<file path="src/rtl/npc_pkg.sv">
// Shared NPC core constants: reset vector, instruction size and legal register counts.
package npc_pkg;

   localparam logic [31:0] RESET_PC_DEF = 32'h8000_0000;
   localparam int ILEN_BYTES = 4;
   localparam int NREG_RV32E = 16;
   localparam int NREG_RV32I = 32;

   function automatic bit nreg_legal(input int n);
      return (n == NREG_RV32E) || (n == NREG_RV32I);
   endfunction

endpackage

</file>
<file path="src/rtl/gpr_scoreboard.sv">
// Pending-write scoreboard: one busy bit per register, with a lookup port per read port.
module gpr_scoreboard
   import npc_pkg::*;
#(
   parameter int NREG = 32,
   parameter int NRD  = 2,
   parameter int AW   = 5
) (
   input  logic              clk,
   input  logic              rst,
   input  logic              clr_en,
   input  logic [AW-1:0]     clr_idx,
   input  logic              set_en,
   input  logic [AW-1:0]     set_idx,
   input  logic [NRD*AW-1:0] look_idx,
   output logic [NRD-1:0]    look_busy
);

   logic [NREG-1:0] busy;
   logic [NREG-1:0] busy_nxt;

   // Set is applied after clear so a new producer issued in the same cycle stays outstanding.
   always_comb begin
      busy_nxt = busy;
      if (clr_en && clr_idx != '0) busy_nxt[clr_idx] = 1'b0;
      if (set_en && set_idx != '0) busy_nxt[set_idx] = 1'b1;
      busy_nxt[0] = 1'b0;
   end

   always_ff @(posedge clk) begin
      if (rst) busy <= '0;
      else     busy <= busy_nxt;
   end

   for (genvar k = 0; k < NRD; k++) begin : g_look
      assign look_busy[k] = busy[look_idx[k*AW +: AW]];
   end

endmodule

</file>
<file path="src/rtl/gpr_bank.sv">
// Parametrised GPR bank with write bypass, pending-write scoreboard and fetch PC.
module gpr_bank
   import npc_pkg::*;
#(
   parameter int              XLEN     = 32,
   parameter int              NREG     = 32,
   parameter int              NRD      = 2,
   parameter int              BYPASS   = 1,
   parameter logic [XLEN-1:0] RESET_PC = XLEN'(RESET_PC_DEF),
   parameter int              AW       = $clog2(NREG)
) (
   input  logic                 clk,
   input  logic                 rst,
   input  logic                 wen,
   input  logic [AW-1:0]        waddr,
   input  logic [XLEN-1:0]      wdata,
   input  logic [NRD*AW-1:0]    raddr,
   output logic [NRD*XLEN-1:0]  rdata,
   output logic [NRD-1:0]       rbusy,
   input  logic                 iss_valid,
   input  logic [AW-1:0]        iss_rd,
   input  logic                 pc_stall,
   input  logic                 pc_redir,
   input  logic [XLEN-1:0]      pc_target,
   output logic [XLEN-1:0]      pc,
   output logic                 pc_misalign
);

   if (!nreg_legal(NREG) || NRD < 1 || NRD > 4) begin : g_param_check
      $error("gpr_bank: illegal NREG/NRD combination");
   end

   localparam bit BYP = (BYPASS != 0);

   logic [XLEN-1:0] regs [NREG];
   logic [NRD-1:0]  sb_busy;

   always_ff @(posedge clk) begin
      if (rst) begin
         for (int i = 0; i < NREG; i++) regs[i] <= '0;
      end else if (wen && waddr != '0) begin
         regs[waddr] <= wdata;
      end
   end

   gpr_scoreboard #(.NREG(NREG), .NRD(NRD), .AW(AW)) u_sb (
      .clk       (clk),
      .rst       (rst),
      .clr_en    (wen),
      .clr_idx   (waddr),
      .set_en    (iss_valid),
      .set_idx   (iss_rd),
      .look_idx  (raddr),
      .look_busy (sb_busy)
   );

   for (genvar k = 0; k < NRD; k++) begin : g_rd
      logic [AW-1:0] ra;
      logic          hit;
      assign ra  = raddr[k*AW +: AW];
      assign hit = BYP && wen && (waddr == ra) && (ra != '0);
      assign rdata[k*XLEN +: XLEN] = (ra == '0) ? '0 : (hit ? wdata : regs[ra]);
      // A port being served by the bypass already has its value, so it is not busy.
      assign rbusy[k] = sb_busy[k] & ~hit;
   end

   always_ff @(posedge clk) begin
      if (rst) begin
         pc          <= RESET_PC;
         pc_misalign <= 1'b0;
      end else if (pc_redir) begin
         pc          <= {pc_target[XLEN-1:2], 2'b00};
         pc_misalign <= |pc_target[1:0];
      end else begin
         if (!pc_stall) pc <= pc + XLEN'(ILEN_BYTES);
         pc_misalign <= 1'b0;
      end
   end

endmodule

</file>
<file path="config.mk">
export PLATFORM = sky130hd
export DESIGN_NAME = gpr_bank
export DESIGN_NICKNAME = d
export VERILOG_FILES = /design/src/rtl/npc_pkg.sv /design/src/rtl/gpr_scoreboard.sv /design/src/rtl/gpr_bank.sv
export SDC_FILE = /design/constraint.sdc
export NUM_CORES = 2
export LEC_CHECK = 0
export ABC_AREA = 0
export BUFFER_PORTS_ARGS = -buffer_cell sky130_fd_sc_hd__buf_2
export CORE_AREA = 2 2 307 309
export CTS_CLUSTER_SIZE = 16
export DETAILED_ROUTE_END_ITERATION = 10
export DIE_AREA = 0 0 309 311
export HOLD_SLACK_MARGIN = 0.15
export MAX_ROUTING_LAYER = met4
export PLACE_DENSITY = 0.8
export SYNTH_ARGS = -nofsm -noshare
export SYNTH_HDL_FRONTEND = slang
export SYNTH_SLANG_ARGS = --single-unit
</file>
<file path="constraint.sdc">
create_clock -name clk -period 2.35 [get_ports clk]
set_input_delay 0.1175 -clock clk [delete_from_list [all_inputs] [get_ports clk]]
set_output_delay 0.1175 -clock clk [all_outputs]
set_load 0.1 [all_outputs]
</file>
==> impl_metrics.ini <==
[die]
die_h_microns = 311
rows = 112
die_w_microns = 309
ios = 189
dieArea_sq_um = 96100
initial_core_util = 0.6272
core-area_sq_um = 92770

[timing]
fmax_mhz = 359.6
slew_violations = 0
worstMarginPinSlew_ps = 857.9
clock_skew_ps = 13.35
setup_viol = 66
min_period_ps = 2781
finalCritPeriodShare = 1.183
hold_viol = 0
maxSlewHeadroom = 0.4275
final.setup.tns_ps = -16670
setup_slack_ps = -430.8
grt_setup_unrepaired = true

[setup_path]
cpPeakStageDelay_ps = 640
cp.required_ps = 2230
critPathSlowestCell = o41ai_4
crit_family = compound AO/OA/AOI/OAI gates
crit_path_max_fanout = 2
reg2reg_depth = 7
r2r_start = pc[14]
r2r_end = pc[25]
cp_cell_sequence = mux4_2, o22ai_4, o41ai_4, o221a_4, buf_12
worstSetupStartpointType = register
worst-path-buf-inv = 1
worst-setup-path-type = register to output pin
reg2reg_setup_slack_ps = 20
arrival_ps = 2660
end_kind = output pin

[route]
via_count = 42710
first_iter_violations = 7523
via_per_inst = 7.396
firstDrtPassIters = 8
wirelength_microns = 206300
antenna_left = 0
wire_per_inst_microns = 35.72
drc_errors = 0

[placement]
dp_hpwl_microns = 127400
finalWeightedCongestion = 0.9887
placed_area_sq_um = 64750
port_buffers = 186

[min_path]
hold_start = pc_target[30]
whs_endpoint = pc[30]
hold_class = primary input to register
hold-path-cell-count = 4

[synthesis]
ys_warn_count = 0
async_reset_ff_frac = 0
synth-edff-count = 1024
synth_area_per_cell_sq_um = 14.46
synth_area_sq_um = 58180
synth_seq_cells = 1086
ys.flop_type = edfxtp_1
synth_cell_types = 59
synth_cells = 4023
yosysSeqAreaShare = 0.5498

[global_routing]
antenna_found_initial = 10
track_usage = 0.4410
grt_pass1_vias = 43620
grt_pass1_wl_microns = 293000
grt_overflow = 0
grt_max_degree = 68

[clocking]
cts_tree = yes
clk_latency_ps = 710
cts.path.max_buffers = 3
numCtsBuffers = 111
cts.htree.levels = 3
cts_sinks = 1086
clk_root_buffer_cell = clkbuf_16
path_clk_slew_ps = 70

[power_and_ir_drop]
power_leakage_nw = 25.06
vdd_drop_max_mv = 0.7716
p_per_area_nw_per_um2 = 702.1
total_power_mw = 50.12
seq_power_share = 0.456
switching_share = 0.2798
p_comb_frac = 0.191
clkPwrFrac = 0.353
switching_power_mw = 14.02
p_int_mw = 36.10

[outcome]
outcome = finished, violations left
violations = negative setup slack

[cells_and_area]
drive_gt1_frac = 0.3671
final_net_count = 4505
final_cell_area_sq_um = 71390
area_growth_pct = 22.70

[flow_run]
maxCapViolCount = 0
-- metal layers --
metal | up-vias | GRT usage | share of wire
met2 | 4321 | 0.6524 | 0.46
met5 | - | - | 0
met3 | 1057 | 0.1267 | 0.15
li1 | 16340 | - | -
met1 | 20990 | 0.5269 | 0.31
met4 | 0 | 0.2981 | 0.079
-- kinds of logic (layout without fill, tap and decap cells) --
logic type,count (synthesis),in the layout,synth area share
buffers and inverters,470,920,0.03703
multiplexers,602,602,0.2049
flip-flops,1086,1086,0.5498
AND/OR/NAND/NOR,1240,1240,0.1283
adder cells (fa/ha/maj),1,1,0.0002150
XOR/XNOR,38,38,0.005720
other,1,49,0.00006445
AO/OA/AOI/OAI,585,585,0.07389
-- flip-flops by register name, indices dropped and copies added (netlist names) --
name and cells:
regs 1024, pc_misalign 1, pc 30, u_sb.busy 31
-- cell type report --
cell class | count | area [sq um]
inverters | 35 | 135.1
repair buffers | 680 | 7626
clock buffers | 152 | 3047
flip-flops and latches | 1086 | 32020
multi-input cells | 2500 | 26450
fillers | 5064 | 21380
well taps | 1254 | 1569
clock inverters | 53 | 508.0
diodes | 15 | 37.54
-- worst reg2reg max path: stages, from the launching register on --
cell and delay, ps:
dfxtp_2 380, nand4_1 280, nor4_2 270, buf_4 180, nand4_1 160, xor2_2 250
o22ai_1 110, dlygate4sd3_1 570
-- how the worst max path moves through the flow --
| stage | start | endpoint | slack (ps) | cells after the start |
|---|---|---|---|---|
| 3_3_place_gp | raddr[7] | rdata[36] | -300 | 10 |
| 6_report | regs[19][25] | rdata[57] | -430 | 5 |
| 5_1_grt | regs[30][30] | rdata[30] | -410 | 5 |
| 4_1_cts | regs[30][30] | rdata[30] | -390 | 5 |
| 2_1_floorplan | pc[3] | pc[24] | 4 | 6 |
| 3_5_place_dp | raddr[7] | rdata[36] | -340 | 10 |
-- metrics by stage --
| stage | hold slack, ps | utilization | std cells | worst slack [ps] |
|---|---|---|---|---|
| floorplan | 233.3 | - | 4056 | 4.234 |
| global placement | 330.4 | 0.6980 | 5464 | -300.5 |
| detailed placement | 343.6 | 0.6980 | 5464 | -335.3 |
| CTS | 174.9 | 0.7632 | 5754 | -394.1 |
| global route | 251.0 | 0.7694 | 5770 | -409.9 |
| finish | 224.8 | 0.7696 | 5775 | -430.8 |
-- Yosys cell counts (20+ instances only) --
| cell type | instances | share of area |
|---|---|---|
| buf_4 | 27 | 0.0035 |
| and2_1 | 1002 | 0.11 |
| dfxtp_1 | 62 | 0.021 |
| o21ai_1 | 63 | 0.0054 |
| nand2_1 | 54 | 0.0035 |
| buf_2 | 60 | 0.0052 |
| a21o_1 | 27 | 0.0035 |
| xor2_1 | 27 | 0.0041 |
| o22ai_1 | 101 | 0.011 |
| mux2i_1 | 82 | 0.014 |
| edfxtp_1 | 1024 | 0.53 |
| clkbuf_1 | 306 | 0.020 |
| a221oi_1 | 20 | 0.0030 |
| mux2_2 | 54 | 0.010 |
| inv_1 | 35 | 0.0023 |
| a21oi_1 | 34 | 0.0029 |
| buf_6 | 24 | 0.0046 |
| nor2_1 | 88 | 0.0057 |
| o221a_1 | 62 | 0.012 |
| o21ai_0 | 20 | 0.0017 |
| a22oi_1 | 138 | 0.018 |
| a21boi_1 | 44 | 0.0057 |
| mux4_2 | 466 | 0.18 |
-- cell usage in the layout (no fill, tap or decap), types with 25 or more instances in the layout --
master            n
edfxtp_1       1024
and2_1         1000
mux4_2          466
buf_4           257
buf_12          200
clkbuf_16       115
buf_2           113
dlygate4sd3_1    98
mux2i_1          82
a22oi_2          79
a22oi_1          59
mux2_2           54
nor2_1           54
nand2_1          53
o22ai_1          49
dfxtp_1          40
inv_1            34
conb_1           34
clkbuf_1         34
nor2_2           32
o221a_4          30
o21ai_1          29
o22ai_2          28
a21o_2           27
xor2_1           26
o21ai_2          25
a21boi_2         25
a21boi_1         25
-- timing repair --
| item | 4_1_cts | 5_1_grt |
|---|---|---|
| endpoints found under the setup margin | 66 | 70 |
| buffers inserted | 2 | 11 |
| hold buffers | 98 | 0 |
| pin swaps | 137 | 59 |
| resized for setup | 293 | 93 |
| hold endpoints to repair | 844 | 0 |
-- power groups by stage --
stage | Combinational [mW] | Clock, mW | Sequential (mW)
6_report | 9.55 | 17.7 | 22.9
5_1_grt | 9.66 | 18.3 | 22.9
4_1_cts | 9.10 | 17.6 | 22.8
3_5_place_dp | 8.44 | 0 | 23.2
3_3_place_gp | 8.37 | 0 | 23.1
2_1_floorplan | 4.85 | 0 | 23.2
No activity file was read; power rests on OpenSTA's default activity.
